<file path="config.mk">
export PLATFORM = sky130hd
export DESIGN_NAME = matrix_scoreboard
export DESIGN_NICKNAME = d
export VERILOG_FILES = /design/src/rtl/matrix_scoreboard.sv
export SDC_FILE = /design/constraint.sdc
export NUM_CORES = 1
export LEC_CHECK = 0
export BUFFER_PORTS_ARGS = -buffer_cell sky130_fd_sc_hd__buf_2
export CAP_MARGIN = 20
export CELL_PAD_IN_SITES_DETAIL_PLACEMENT = 0
export CELL_PAD_IN_SITES_GLOBAL_PLACEMENT = 1
export CORE_MARGIN = 5
export CORE_UTILIZATION = 40
export CTS_CLUSTER_SIZE = 14
export DETAILED_ROUTE_END_ITERATION = 12
export PLACE_DENSITY = 0.71
export SKIP_CTS_REPAIR_TIMING = 1
export SLEW_MARGIN = 20
export SYNTH_ARGS = -nofsm -noshare
export SYNTH_HDL_FRONTEND = slang
export SYNTH_HIERARCHICAL = 1
export SYNTH_SLANG_ARGS = --single-unit
export TNS_END_PERCENT = 50
</file>
<file path="constraint.sdc">
create_clock -name clk -period 7.3 [get_ports clk]
set_clock_uncertainty 0.2 [all_clocks]
set_input_delay 0.73 -clock clk [delete_from_list [all_inputs] [get_ports clk]]
set_output_delay 0.73 -clock clk [all_outputs]
set_load 0.005 [all_outputs]
</file>
<file path="src/rtl/matrix_scoreboard.sv">
// Per-issue-slot register scoreboard: holds an instruction until its sources and rd are
// free, then issues it through a one-entry output register. SCOREBOARD_PERF_EN adds counters.

module matrix_scoreboard_warp #(
    parameter int NR_BITS  = 6,
    parameter int NUM_REGS = 64
) (
    input  logic                clk,
    input  logic                reset,
    input  logic                set_en,
    input  logic [NR_BITS-1:0]  set_rd,
    input  logic                clr_en,
    input  logic [NR_BITS-1:0]  clr_rd,
    output logic [NUM_REGS-1:0] busy
);
    logic [NUM_REGS-1:0] set_vec, clr_vec;

    always_comb begin
        set_vec = '0;
        clr_vec = '0;
        if (set_en) set_vec[set_rd] = 1'b1;
        if (clr_en) clr_vec[clr_rd] = 1'b1;
        set_vec[0] = 1'b0;
    end

    // Set applied after clear: a new producer owns the register over a stale clear.
    always_ff @(posedge clk) begin
        if (reset) busy <= '0;
        else       busy <= (busy & ~clr_vec) | set_vec;
    end
endmodule

module matrix_scoreboard #(
    parameter int NUM_WARPS = 4,
    parameter int WIS_W     = 2,
    parameter int NR_BITS   = 6,
    parameter int NUM_REGS  = 64,
    parameter int DATAW     = 128
) (
    input  logic               clk,
    input  logic               reset,
    input  logic               in_valid,
    output logic               in_ready,
    input  logic [WIS_W-1:0]   in_wis,
    input  logic               in_wb,
    input  logic [NR_BITS-1:0] in_rd,
    input  logic [NR_BITS-1:0] in_rs1,
    input  logic [NR_BITS-1:0] in_rs2,
    input  logic [NR_BITS-1:0] in_rs3,
    input  logic [DATAW-1:0]   in_data,
    output logic               out_valid,
    input  logic               out_ready,
    output logic [WIS_W-1:0]   out_wis,
    output logic               out_wb,
    output logic [NR_BITS-1:0] out_rd,
    output logic [DATAW-1:0]   out_data,
    input  logic               wb_valid,
    input  logic [WIS_W-1:0]   wb_wis,
    input  logic [NR_BITS-1:0] wb_rd,
    input  logic               wb_eop
`ifdef SCOREBOARD_PERF_EN
    ,
    output logic [43:0]        perf_stalls,
    output logic [43:0]        perf_issued
`endif
);
    logic [NUM_WARPS-1:0][NUM_REGS-1:0] busy;
    logic [NUM_REGS-1:0]                wbusy;
    logic                               hazard;
    logic                               accept;

    for (genvar w = 0; w < NUM_WARPS; w++) begin : g_warp
        matrix_scoreboard_warp #(
            .NR_BITS  (NR_BITS),
            .NUM_REGS (NUM_REGS)
        ) u_warp (
            .clk    (clk),
            .reset  (reset),
            .set_en (accept && in_wb && (in_wis == WIS_W'(w))),
            .set_rd (in_rd),
            .clr_en (wb_valid && wb_eop && (wb_wis == WIS_W'(w))),
            .clr_rd (wb_rd),
            .busy   (busy[w])
        );
    end

    // Hazard looks only at registered busy state; a same-cycle clear is not bypassed.
    assign wbusy    = busy[in_wis];
    assign hazard   = wbusy[in_rs1] | wbusy[in_rs2] | wbusy[in_rs3] | (in_wb & wbusy[in_rd]);
    assign in_ready = !hazard && (!out_valid || out_ready);
    assign accept   = in_valid && in_ready;

    always_ff @(posedge clk) begin
        if (reset) begin
            out_valid <= 1'b0;
            out_wis   <= '0;
            out_wb    <= 1'b0;
            out_rd    <= '0;
            out_data  <= '0;
        end else if (accept) begin
            out_valid <= 1'b1;
            out_wis   <= in_wis;
            out_wb    <= in_wb;
            out_rd    <= in_rd;
            out_data  <= in_data;
        end else if (out_ready) begin
            out_valid <= 1'b0;
        end
    end

`ifdef SCOREBOARD_PERF_EN
    // Output-register backpressure alone is not a scoreboard stall.
    always_ff @(posedge clk) begin
        if (reset) begin
            perf_stalls <= '0;
            perf_issued <= '0;
        end else begin
            if (in_valid && hazard) perf_stalls <= perf_stalls + 44'd1;
            if (accept)             perf_issued <= perf_issued + 44'd1;
        end
    end
`endif
endmodule
</file>
==> reports/results.txt <==
Pleak = 9.13 nW
Layout cells sized above 1 = 0.225
Pins Over Slew Limit = 0
Vias in the first global route = 20500
Worst skew pair latency = 0.60 ns
Register bit total from synthesis = 394
CTS tree = built
Crit path launch type = input pin
HP Class = in2reg
Inst Count DP = 3378
Max-slew headroom = 0.256
Clk root buf = clkbuf_16
Layout area overhead = 14.8%
Clk buf depth = 3
Final cycle utilization of the critical path = 0.807
R2R depth = 13
Die H = 248 um
Final Setup Violations = 0
Netlist cell types = 61
Prevailing post-synth register cell = dfxtp_1
# rows = 87
WL/cell = 27.4 um
Initial drt markers = 2958
Crit path kind = in2out
Maximum vdd drop = 0.159 mV
Max_cap viols = 0
Setup TNS = 0 ns
Drt first pass iters = 7
RSZ-0062 raised after global routing = no
Delay of the slowest cell on the worst path = 0.63 ns
CP max-delay cell = buf_8
CTS clock-pin slew for the worst setup and hold paths = 0.06 ns
Post-synth EDFFs = 0
Final hold vios = 0
Sequential-to-total area share from yosys stat = 0.347
Routed met3 length = 11600 um
IO Pins = 308
Critical Path RT = 6.37 ns
Reg2reg end = g_warp[0].u_warp/busy[62]
CORE AREA = 56400 um^2
Ordered list of cells on the worst path = buf_8, buf_4, mux4_2, mux4_2, nor3_1, nor3_1, o211a_1, nor4_2, nand4b_4, inv_4, buf_4, buf_2
Syn Nets = 2659
Fill cells = 5520
Power density over the cells = 202 nW/um^2
Synthesized area = 22700 um^2
Bufs and invs on worst path = 5
Layout Cells excl Fill = 3472
Worst path arrival time = 4.96 ns
CP endpoint kind = output pin
First-pass GRT wire length = 136000 um
FMAX = 0.170 GHz
Largest net degree at the start of global routing = 139
Min Tclk post-route = 5.89 ns
Initial antenna violation count = 11
Final WL = 95000 um
Vias per cell = 6.36
Via count = 22100
Worst Tran Pin Value = 1.12 ns
Worst setup endpoint = in_ready
Reg2Reg Launch Point = g_warp[0].u_warp/busy[20]
Worst slack, placed = 0.930 ns
Nets@finish = 2839
Setup WS post-layout = 1.41 ns
DPL Wire Length = 68200 um
Status = finished, final reports clean
Gr usage total = 0.292
Initial Utilization = 0.403
Yosys warning total = 6
Levels on crit path = 12
FFs w/ async S/R, synth = 0
Worst Setup SP = in_wis[0]
Mapped Cells = 2490
# DRC = 0
PortBufs = 307
Num CTS Buffers = 46
Total gr overflow = 0
Die area = 61700 um^2
Antenna Violating Nets Remaining = 0
DRT met1 WL = 37600 um
Highest metal used = met5
Top Family by Delay on Critical Path = buffers and inverters
Mapped Avg Cell Area = 9.13 um^2
Reg2Reg Setup Slack = 2.34 ns
Crit path max fanout = 92
Chip Width = 248 um
Met2 Routed Length = 41500 um
Num Clock Sinks = 394
Final GP Congestion = 1.09
H-tree Lvls = 2
metrics by stage:
step | hold WS [ns] | power [W] | util | area [um^2]
final | 0.179 | 0.00527 | 0.463 | 26100
after global routing | 0.168 | 0.00546 | 0.463 | 26100
after CTS | 0.157 | 0.00531 | 0.462 | 26100
after detailed placement | 0.264 | 0.00293 | 0.435 | 24500
after global placement | 0.256 | 0.00292 | 0.435 | 24500
after floorplan | 0.270 | 0.00268 | - | 22700
cells in the mapped netlist, types with 8 or more instances:
master     instances  area, um^2
a211oi_1          11        82.6
a21oi_1          147         736
a22oi_1            8        60.1
a31oi_1            9        56.3
buf_1             15        56.3
buf_2             34         170
buf_4             16         120
buf_6             16         180
clkbuf_1         121         454
dfxtp_1          394        7890
inv_1              9        33.8
mux2_2             9         101
mux2i_1           75         751
mux4_2           175        3940
nand2_1           64         240
nand2b_1          20         125
nand3_1          181         906
nand3b_1          20         150
nand4_1           14        87.6
nand4b_1          21         184
nand4bb_1         12         135
nor2_1            41         154
nor2b_1          289        1810
nor3_1            15        75.1
nor3b_1           15         113
o21ai_0          209        1050
o21ai_1          441        2210
o22ai_1           13        81.3
or3b_1            12         105
metal layers:
layer	GRT usage	vias to the layer above
met3	0.0866	251
met2	0.438	1348
li1	-	9750
met1	0.397	10700
met5	0	-
met4	0.118	2
power by group:
part / internal [W] / switching [W]
registers: 0.00220 / 0.0000223
clock network: 0.00142 / 0.000963
logic: 0.000210 / 0.000458
total: 0.00383 / 0.00144
worst min path at each step:
stage,start,end,slack [ns],cells after the start
after global routing,in_data[29],out_data[29],0.17,3
after detailed placement,out_data[78],out_data[78],0.26,2
after CTS,in_data[16],out_data[16],0.16,3
after global placement,out_data[17],out_data[17],0.26,2
after floorplan,out_data[100],out_data[100],0.27,2
final,in_data[16],out_data[16],0.18,3
state kept, by name, indices dropped and copies added, names as in the netlist:
register and cells:
out_valid 1, g_warp.u_warp/busy 256, out_rd 6, out_wb 1, out_wis 2, out_data 128
layout by cell type (no fill, tap or decap), types with 9 or more instances in the layout:
cell type,synthesis,routed
nand4b_1,21,21
or3b_1,12,12
mux2i_1,75,75
nand4_1,14,14
nor2_1,41,41
o21ai_1,441,441
buf_4,16,27
a21oi_1,147,147
a211oi_1,11,11
nor3b_1,15,15
nand3b_1,20,20
clkbuf_16,0,46
clkbuf_8,0,14
nand2b_1,20,20
mux4_2,175,175
a31oi_1,9,9
nand3_1,181,181
nand4bb_1,12,12
o21ai_0,209,209
nor2b_1,289,289
o22ai_1,13,13
nor3_1,15,15
nand2_1,64,64
dfxtp_1,394,394
buf_2,34,302
mux2_2,9,9
diode_2,0,9
clkbuf_1,121,11
worst min-delay path: cells and delay by family:
| kind | cells | cell delay [ns] |
|---|---|---|
| AO/OA/AOI/OAI | 1 | 0.05 |
| buffers and inverters | 1 | 0.09 |
| AND/OR/NAND/NOR | 1 | 0.05 |
area by class of cell:
cell class	instances	area, um^2	area share
diodes	9	22.5	0.000863
well taps	756	946	0.0362
multi-input cells	1882	13800	0.530
inverters	12	48.8	0.00187
flip-flops and latches	394	7890	0.302
clock inverters	14	181	0.00695
repair buffers	334	1800	0.0691
clock buffers	71	1390	0.0531
cell families (layout without fill, tap and decap cells):
group           after synthesis  after routing  share of synthesized area
flops                       394            394                      0.347
mux                         259            259                      0.211
buf+inv                     214            431                     0.0451
other cells                   0              9                          0
simple gates                741            741                      0.192
compound gates              882            882                      0.204
(Power assumes the default switching activity.)
